**src/rtl/m68k_bus_arbiter.sv**
```systemverilog
// 68000 bus mastership arbiter: BR_n/BG_n/BGACK_n handshake against external DMA masters,
// gating the Pi transaction engine and our bus drivers. Single PI_CLK domain, M68K_CLK sampled as data.
module m68k_bus_arbiter #(
  parameter int unsigned BR_FILTER      = 2,
  parameter int unsigned RECOVER_CYCLES = 2,
  parameter int unsigned GRANT_TIMEOUT  = 32,
  parameter int unsigned HOLD_MAX       = 256
) (
  input  logic PI_CLK,
  input  logic PI_RST,
  input  logic M68K_CLK,
  input  logic M68K_BR_n,
  input  logic M68K_BGACK_n,
  input  logic TXN_REQ,
  input  logic TXN_ACTIVE,
  input  logic STATUS_CLR,
  output logic TXN_GRANT,
  output logic M68K_BG_n,
  output logic BUS_DRIVE,
  output logic EXT_MASTER,
  output logic HOLD_OVERRUN
);

  localparam int unsigned CNT_MAX_A = (HOLD_MAX > GRANT_TIMEOUT) ? HOLD_MAX : GRANT_TIMEOUT;
  localparam int unsigned CNT_MAX   = (CNT_MAX_A > RECOVER_CYCLES) ? CNT_MAX_A : RECOVER_CYCLES;
  localparam int unsigned CNT_W     = $clog2(CNT_MAX + 1);
  localparam int unsigned BRF_W     = $clog2(BR_FILTER + 1);

  typedef enum logic [2:0] {
    ST_OWN   = 3'd0,
    ST_PEND  = 3'd1,
    ST_GRANT = 3'd2,
    ST_EXT   = 3'd3,
    ST_RECOV = 3'd4
  } state_e;

  logic [2:0]       c7m_q;
  logic [1:0]       br_sync_q;
  logic [1:0]       bgack_sync_q;
  logic             c7m_fall;
  logic             br_s;
  logic             bgack_s;

  logic [BRF_W-1:0] br_cnt_q, br_cnt_d;
  logic             br_ok_c;

  state_e           state_q, state_d;
  logic [CNT_W-1:0] cnt_q, cnt_d, cnt_inc;
  logic             fair_q, fair_d;
  logic             act_seen_q, act_seen_d;
  logic             ovr_set;

  logic             bg_n_q, bg_n_d;
  logic             bus_drive_q, bus_drive_d;
  logic             txn_grant_q, txn_grant_d;
  logic             ext_master_q, ext_master_d;
  logic             hold_overrun_q, hold_overrun_d;

  // Input synchronisers; c7m_fall is a one-PI_CLK pulse per M68K_CLK falling edge
  always_ff @(posedge PI_CLK) begin
    if (PI_RST) begin
      c7m_q        <= '0;
      br_sync_q    <= '1;
      bgack_sync_q <= '1;
    end else begin
      c7m_q        <= {c7m_q[1:0], M68K_CLK};
      br_sync_q    <= {br_sync_q[0], M68K_BR_n};
      bgack_sync_q <= {bgack_sync_q[0], M68K_BGACK_n};
    end
  end

  assign c7m_fall = c7m_q[2] & ~c7m_q[1];
  assign br_s     = br_sync_q[1];
  assign bgack_s  = bgack_sync_q[1];

  // BR_n glitch filter: count consecutive low samples, saturating at BR_FILTER
  always_comb begin
    br_cnt_d = br_cnt_q;
    if (c7m_fall) begin
      if (br_s) begin
        br_cnt_d = '0;
      end else if (br_cnt_q != BRF_W'(BR_FILTER)) begin
        br_cnt_d = br_cnt_q + BRF_W'(1);
      end
    end
  end

  assign br_ok_c = (br_cnt_d == BRF_W'(BR_FILTER));
  assign cnt_inc = cnt_q + CNT_W'(1);

  // Arbitration state register
  always_ff @(posedge PI_CLK) begin
    if (PI_RST) begin
      state_q    <= ST_OWN;
      cnt_q      <= '0;
      fair_q     <= 1'b0;
      act_seen_q <= 1'b0;
      br_cnt_q   <= '0;
    end else begin
      state_q    <= state_d;
      cnt_q      <= cnt_d;
      fair_q     <= fair_d;
      act_seen_q <= act_seen_d;
      br_cnt_q   <= br_cnt_d;
    end
  end

  // Next state; everything advances only on c7m_fall
  always_comb begin
    state_d    = state_q;
    cnt_d      = cnt_q;
    fair_d     = fair_q;
    act_seen_d = act_seen_q | (fair_q & TXN_ACTIVE);
    ovr_set    = 1'b0;
    if (c7m_fall) begin
      case (state_q)
        ST_OWN: begin
          if (br_ok_c && !fair_q) state_d = ST_PEND;
        end
        ST_PEND: begin
          if (!br_ok_c)        state_d = ST_OWN;
          else if (!TXN_ACTIVE) state_d = ST_GRANT;
        end
        ST_GRANT: begin
          cnt_d = cnt_inc;
          if (!bgack_s)                               state_d = ST_EXT;
          else if (!br_ok_c)                          state_d = ST_RECOV;
          else if (cnt_inc == CNT_W'(GRANT_TIMEOUT))  state_d = ST_RECOV;
        end
        ST_EXT: begin
          if (cnt_q != CNT_W'(HOLD_MAX)) begin
            cnt_d   = cnt_inc;
            ovr_set = (cnt_inc == CNT_W'(HOLD_MAX));
          end
          if (bgack_s) state_d = ST_RECOV;
        end
        ST_RECOV: begin
          cnt_d = cnt_inc;
          if (cnt_inc == CNT_W'(RECOVER_CYCLES)) begin
            state_d    = ST_OWN;
            fair_d     = TXN_REQ;
            act_seen_d = 1'b0;
          end
        end
        default: state_d = ST_OWN;
      endcase
      // Fair window closes once our engine has run a full cycle or stopped asking
      if (fair_q && (!TXN_REQ || (act_seen_q && !TXN_ACTIVE))) begin
        fair_d     = 1'b0;
        act_seen_d = 1'b0;
      end
      if (state_d != state_q) cnt_d = '0;
    end
  end

  // Output decode from current state, registered below
  always_comb begin
    bg_n_d         = 1'b1;
    bus_drive_d    = 1'b1;
    txn_grant_d    = 1'b0;
    ext_master_d   = 1'b0;
    hold_overrun_d = hold_overrun_q;
    case (state_q)
      ST_OWN: begin
        txn_grant_d = TXN_REQ & ~(br_ok_c & ~fair_q);
      end
      ST_PEND: begin
        txn_grant_d = 1'b0;
      end
      ST_GRANT: begin
        bg_n_d       = 1'b0;
        bus_drive_d  = 1'b0;
        ext_master_d = 1'b1;
      end
      ST_EXT: begin
        bus_drive_d  = 1'b0;
        ext_master_d = 1'b1;
      end
      ST_RECOV: begin
        bus_drive_d = 1'b0;
      end
      default: begin
        bg_n_d      = 1'b1;
        bus_drive_d = 1'b1;
      end
    endcase
    // Set has priority over a coincident clear
    if (ovr_set)         hold_overrun_d = 1'b1;
    else if (STATUS_CLR) hold_overrun_d = 1'b0;
  end

  always_ff @(posedge PI_CLK) begin
    if (PI_RST) begin
      bg_n_q         <= 1'b1;
      bus_drive_q    <= 1'b1;
      txn_grant_q    <= 1'b0;
      ext_master_q   <= 1'b0;
      hold_overrun_q <= 1'b0;
    end else begin
      bg_n_q         <= bg_n_d;
      bus_drive_q    <= bus_drive_d;
      txn_grant_q    <= txn_grant_d;
      ext_master_q   <= ext_master_d;
      hold_overrun_q <= hold_overrun_d;
    end
  end

  assign M68K_BG_n    = bg_n_q;
  assign BUS_DRIVE    = bus_drive_q;
  assign TXN_GRANT    = txn_grant_q;
  assign EXT_MASTER   = ext_master_q;
  assign HOLD_OVERRUN = hold_overrun_q;

endmodule

```
**config.mk**
```make
export PLATFORM = sky130hd
export DESIGN_NAME = m68k_bus_arbiter
export DESIGN_NICKNAME = d
export VERILOG_FILES = /design/src/rtl/m68k_bus_arbiter.sv
export SDC_FILE = /design/constraint.sdc
export NUM_CORES = 1
export LEC_CHECK = 0
export ABC_AREA = 1
export CAP_MARGIN = 10
export CORE_MARGIN = 4
export CORE_UTILIZATION = 40
export DETAILED_ROUTE_END_ITERATION = 16
export PLACE_DENSITY = 0.71
export SKIP_LAST_GASP = 1
export SLEW_MARGIN = 20
export SYNTH_ARGS = -nofsm -noshare
export SYNTH_HDL_FRONTEND = slang
export SYNTH_SLANG_ARGS = --single-unit
```
**constraint.sdc**
```tcl
create_clock -name PI_CLK -period 1.9 [get_ports PI_CLK]
set_input_delay 0.285 -clock PI_CLK [delete_from_list [all_inputs] [get_ports PI_CLK]]
set_output_delay 0.285 -clock PI_CLK [all_outputs]
set_load 0.1 [all_outputs]
```
After elaboration in Yosys (flattened, before gate mapping). Cells that the tools add are included.

Bits in registers: 28. Latch bits: 0. Bits in writable memories: 0. Memory bits (read-only): 0. Input port bits: 8. Output and inout port bits: 5. Memories: 0.

$add $sub $neg: 2. Multipliers: 0. Div/mod/pow operators: 0. Magnitude comparators: 0. Equality and inequality tests: 12. Shift-type cells: 0. Multiplexer cells: 31. Bitwise logic cells: 9. Reductions and logical operators: 18.

Operators by type and width (count): 2-to-1 mux 3 bit (9); 2-to-1 mux 9 bit (2); one-hot mux 9 bit (2 select lines) (1); 2-to-1 mux 1 bit (15); one-hot mux 3 bit (5 select lines) (1); adder 9 x 1 -> 9 bit (second input constant) (1); == test 9 x 2 -> 1 bit (second input constant) (1); == test 9 x 6 -> 1 bit (second input constant) (1); == test 9 bit (second input constant) (1); inequality test 9 bit (second input constant) (1); == test 3 x 2 -> 1 bit (second input constant) (2); 2-to-1 mux 2 bit (3); AND reduction 3 bit (2); nonzero test 2 bit (3); OR reduction 2 bit (3); AND 1 bit (4); inverter 1 bit (4); == test 3 x 1 -> 1 bit (second input constant) (1); == test 3 bit (second input constant) (1); logical AND 1 bit (3); logical NOT 1 bit (3); logical NOT 3 bit (1); inequality test 3 bit (1); inequality test 3 bit (second input constant) (1); 7 further kinds (7).

Depth between registers and ports, before layout. Gate-level depths: netlist (run 1).

Word-level depth: 12. Depth in mapped cells: 18. Mapped depth without buffers: 17.

Worst setup path after synthesis (run 1). No wires, ideal clock.

Kind: register -> register. Start point: reg cnt_q[0]. End point: reg cnt_q[0]. Arrival: 2.004 ns. Path slack: -0.219 ns. Stages on the path, launching flop included: 16. Buffers on the path: 1. Period minus slack after synthesis: 2.119 ns. Cells stage by stage: dfxtp_1 > ha_1 > nand2_1 > nor2_2 > nand2_1 > nand2_2 > nand2_2 > nor2_2 > nand3_2 > a21oi_2 > nand3_2 > nand2_4 > nand4_4 > buf_6 > a21oi_1 > nor2_1.

Word-level cells in the longest chain between the ends: 10.

Ends and longest elaborated chain: from (decl) (line 48) `logic [CNT_W-1:0] cnt_q, cnt_d, cnt_inc;`; from (signal assigned) (line 101) `cnt_q <= cnt_d;`; adder 9 x 1 -> 9 bit (line 89) `assign cnt_inc = cnt_q + CNT_W'(1);`; == test 9 x 6 -> 1 bit (line 128) `else if (cnt_inc == CNT_W'(GRANT_TIMEOUT)) state_d = ST_RECOV;`; 2-to-1 mux 3 bit (line 128); 2-to-1 mux 3 bit (line 127) `else if (!br_ok_c) state_d = ST_RECOV;`; 2-to-1 mux 3 bit (line 126) `if (!bgack_s) state_d = ST_EXT;`; one-hot mux 3 bit (5 select lines) (line 116) `case (state_q)`; 2-to-1 mux 3 bit (line 115) `if (c7m_fall) begin`; inequality test 3 bit (line 152) `if (state_d != state_q) cnt_d = '0;`; inequality test 3 bit (no source line) or nonzero test 3 bit (tied branches); AND reduction 3 bit (no source line).

Several ways; a longest one is shown, not always the timed one. The select of a mux whose other input is x is not followed. A chain may end at the register's enable or synchronous reset.

Worst setup path after layout (run 1).
Start point: reg cnt_q[0]. End point: reg cnt_q[1].

Same word-level chain as after synthesis.

==> reports/metrics.yaml, run 1 <==
slew_viol_final: 0
p_comb_share_pct: 13.2
portBuffers: 12
synthCells: 249
gp_congestion: 0.893
synthFlopType: "dfxtp_1"
tightest_slew_ps: 489
clk_latency_ps: 280
nets: 318
clockRootBuffer: "clkbuf_8"
cts_tree: "yes"
die_x_microns: 72.6
synthTopCellsByArea: "dfxtp_1 (34%), nand2_1 (11%), inv_1 (7.6%)"
clkPwrFrac_pct: 35.6
switching_share_pct: 24.6
grt_util_all_layers_pct: 17.3
power.switching_mw: 0.290
finalCritPeriodShare_pct: 111
grt_pass1_wl_microns: 7270
initial_core_util_pct: 41.4
async_reset_ff_share_pct: 0
p_seq_share_pct: 51.1
drtIter0Drc: 201
crit_chain: "ha_4 > nand3_2 > o21ai_2 > nand2_2 > nor2_4 > nand3_2 > a21oi_2 > nand3_2 > nand2_4 > buf_6 > nand4_1 > nand3_2 > nand2_1 > nor2_1"
yosys_warnings: 0
synth_adder_area_share_pct: 3.75
critPathSlowestCell: "dfxtp_4"
yosysTopAreaCellShare_pct: 33.6
setup_viol: 9
grt_pass1_vias: 1630
htreeDepth: 1
crit_path_max_incr_delay_ps: 390
ys_ff_latch: 28
ios: 13
num_rows: 23
synth_seq_area_share_pct: 33.6
dp_cells: 343
status: "finished, violations left"
clkTransAtPathRegs_ps: 100
violations: "negative setup slack"
intPower_mw: 0.888
synth_area_per_cell_sq_um: 6.70
cp.arrival_ps: 2320
grt_start_max_net_pins: 25
drt-vias-per-instance: 5.10
syn-num-nets: 262
tns_ps: -1450
yosys-top-cells-count: "nand2_1 (51), inv_1 (34), dfxtp_1 (28), nor2_1 (28), nand3_1 (20)"
wl_per_cell_microns: 12.2
finalCriticalPeriod_ps: 2110
fin_cells: 354
multi_input_area_sq_um: 1020
yosys.cell_count.top_type: "nand2_1"
dieArea_sq_um: 5270
fmax_ghz: 0.474
synth_edf_count: 0
power.leakage_nw: 1.06
coreArea_sq_um: 4030
area_growth_pct: 38.7
synth_top_family_by_area: "simple AND/OR/NAND/NOR gates"
antenna_found_initial: 0
wl_microns: 4300
hp-class: "flip-flop to flip-flop"
hold_viol_final: 0
clkSinkCount: 28
synth-simple-area-share_pct: 41.7
worstSetupPathType: "flip-flop to flip-flop"
fp.dieH_microns: 72.6
clockBufferDepth: 2
dr.pass1.iters: 4
start_kind: "flip-flop"
rsz0062_at_grt: "true"
dpl.hpwl_microns: 2970
maxSlewHeadroom_pct: 67.4
syn-cell-area_sq_um: 1670
overflow: 0
p_per_area_nw_per_um2: 509
end_kind: "flip-flop"
n_antenna_cell: 0
clock_skew_ps: 5.25
path_max_fanout: 5
synth_xor_area_share_pct: 0
ir_worst_vdd_mv: 0.396
via_count: 1804
cp_num_buf_inv: 1
final_core_util_pct: 57.5
crit_family: "simple AND/OR/NAND/NOR gates"
final_layout_size_suffix_gt1_share_pct: 31.9
fill_cells: 368
synth_compound_area_share_pct: 10.8
path_common_cell: "nand3_2"
critical_path_required_ps: 2110
seqCellArea_sq_um: 576
setup_ws_ps: -208
cts_made_buffers: 3
cap_violations: 0
ant_nets: 0
yosysUniqueCellTypes: 31
drcViolationCount: 0
synth_mux_area_share_pct: 0
yosysTopAreaCell: "dfxtp_1"
-- cells by family after synthesis --
group,Yosys count
and+or+nand+nor,140
buffers and inverters,43
AOI/OAI and AO/OA,33
DFF,28
adders and majority gates,5
-- worst reg2reg max path, stage by stage, from the launching register on --
cell and delay (ps):
dfxtp_4 390, ha_4 170, nand3_2 130, o21ai_2 170
nand2_2 90, nor2_4 100, nand3_2 90, a21oi_2 170
nand3_2 110, nand2_4 130, buf_6 130, nand4_1 110
nand3_2 90, nand2_1 60, nor2_1 110
-- through the flow --
stage | setup WS [ps] | power [mW] | cell area, sq um | hold slack (ps)
final | -208 | 1.18 | 2310 | 410
after detailed placement | -223 | 0.758 | 2120 | 402
after CTS | -119 | 1.19 | 2270 | 417
after floorplan | -116 | 0.709 | 1690 | 388
after global routing | -373 | 1.23 | 2310 | 438
after global placement | -183 | 0.757 | 2120 | 391
-- power groups by stage --
stage               sequential, mW  clock (mW)  combinational (mW)
detailed placement           0.617           0               0.141
floorplan                    0.636           0              0.0722
global placement             0.617           0               0.141
CTS                          0.604       0.431               0.153
finish                       0.603       0.420               0.156
global route                 0.604       0.455               0.170
-- worst paths after layout --
path | startpoint | to | slack [ps] | cells after the start
worst min register to register | c7m_q[0] | c7m_q[1] | 410 | 2
worst max register to register | cnt_q[0] | cnt_q[1] | -210 | 14
worst min-delay path | c7m_q[0] | c7m_q[1] | 410 | 2
worst max-delay path | cnt_q[0] | cnt_q[1] | -210 | 14
-- cell usage in the layout (no fill, tap or decap), types with 3 or more instances in the layout --
| cell | Yosys | layout |
|---|---|---|
| nand4_1 | 15 | 15 |
| inv_1 | 34 | 33 |
| nor3_1 | 4 | 4 |
| ha_1 | 5 | 4 |
| dfxtp_2 | 0 | 3 |
| buf_4 | 0 | 46 |
| dfxtp_1 | 28 | 22 |
| nand3_2 | 3 | 5 |
| clkdlybuf4s50_1 | 0 | 7 |
| nand2_1 | 51 | 45 |
| inv_2 | 2 | 4 |
| nand3_1 | 20 | 18 |
| a21oi_1 | 18 | 18 |
| nand2_2 | 5 | 9 |
| nand2_4 | 1 | 3 |
| nor2_2 | 3 | 3 |
| clkbuf_8 | 0 | 3 |
| o21ai_1 | 1 | 5 |
| nor2_1 | 28 | 27 |
| nor2_4 | 3 | 4 |
| buf_6 | 1 | 3 |
| dfxtp_4 | 0 | 3 |
| or2_2 | 4 | 4 |
-- sequential cells by signal (all words and copies together), names as in the netlist --
name / count
br_sync_q: 2
bgack_sync_q: 2
TXN_GRANT: 1
fair_q: 1
br_cnt_q: 2
c7m_q: 3
act_seen_q: 1
BUS_DRIVE: 1
cnt_q: 9
M68K_BG_n: 1
state_q: 3
HOLD_OVERRUN: 1
EXT_MASTER: 1
-- metal layers --
layer / up-vias / global-route usage [%] / wire, microns
li1: 926 / - / -
met1: 828 / 22.7 / 2050
met2: 40 / 27.8 / 1990
met3: 10 / 2.75 / 171
met4: 0 / 7.79 / 87
met5: - / 0 / 0
-- area by class of cell --
cell class	count	share of cell area, %
clock buffer	4	2.86
inverter	37	6.00
multi-input combinational	179	44.2
sequential	28	24.9
tap	50	2.70
timing repair buffer	56	19.4
-- what timing repair did --
item,CTS,global route
buffers inserted,4,1
gates resized for setup,9,19
endpoints found under the setup margin,9,13
cloned,2,0
hold buffers,0,0
endpoints found under the hold margin,0,0
pin swaps,15,14
Power figures use the tool's default switching activity.
==> inputs of run 2 (changes only) <==
--- a/config.mk
+++ b/config.mk
@@ -6,6 +6,7 @@
 export NUM_CORES = 1
 export LEC_CHECK = 0
 export ABC_AREA = 1
+export ABC_CLOCK_PERIOD_IN_PS = 1900
 export CAP_MARGIN = 10
 export CORE_MARGIN = 4
 export CORE_UTILIZATION = 40
==> results of run 2 <==
Final layout, timing and power as in run 1 (identical DEF).
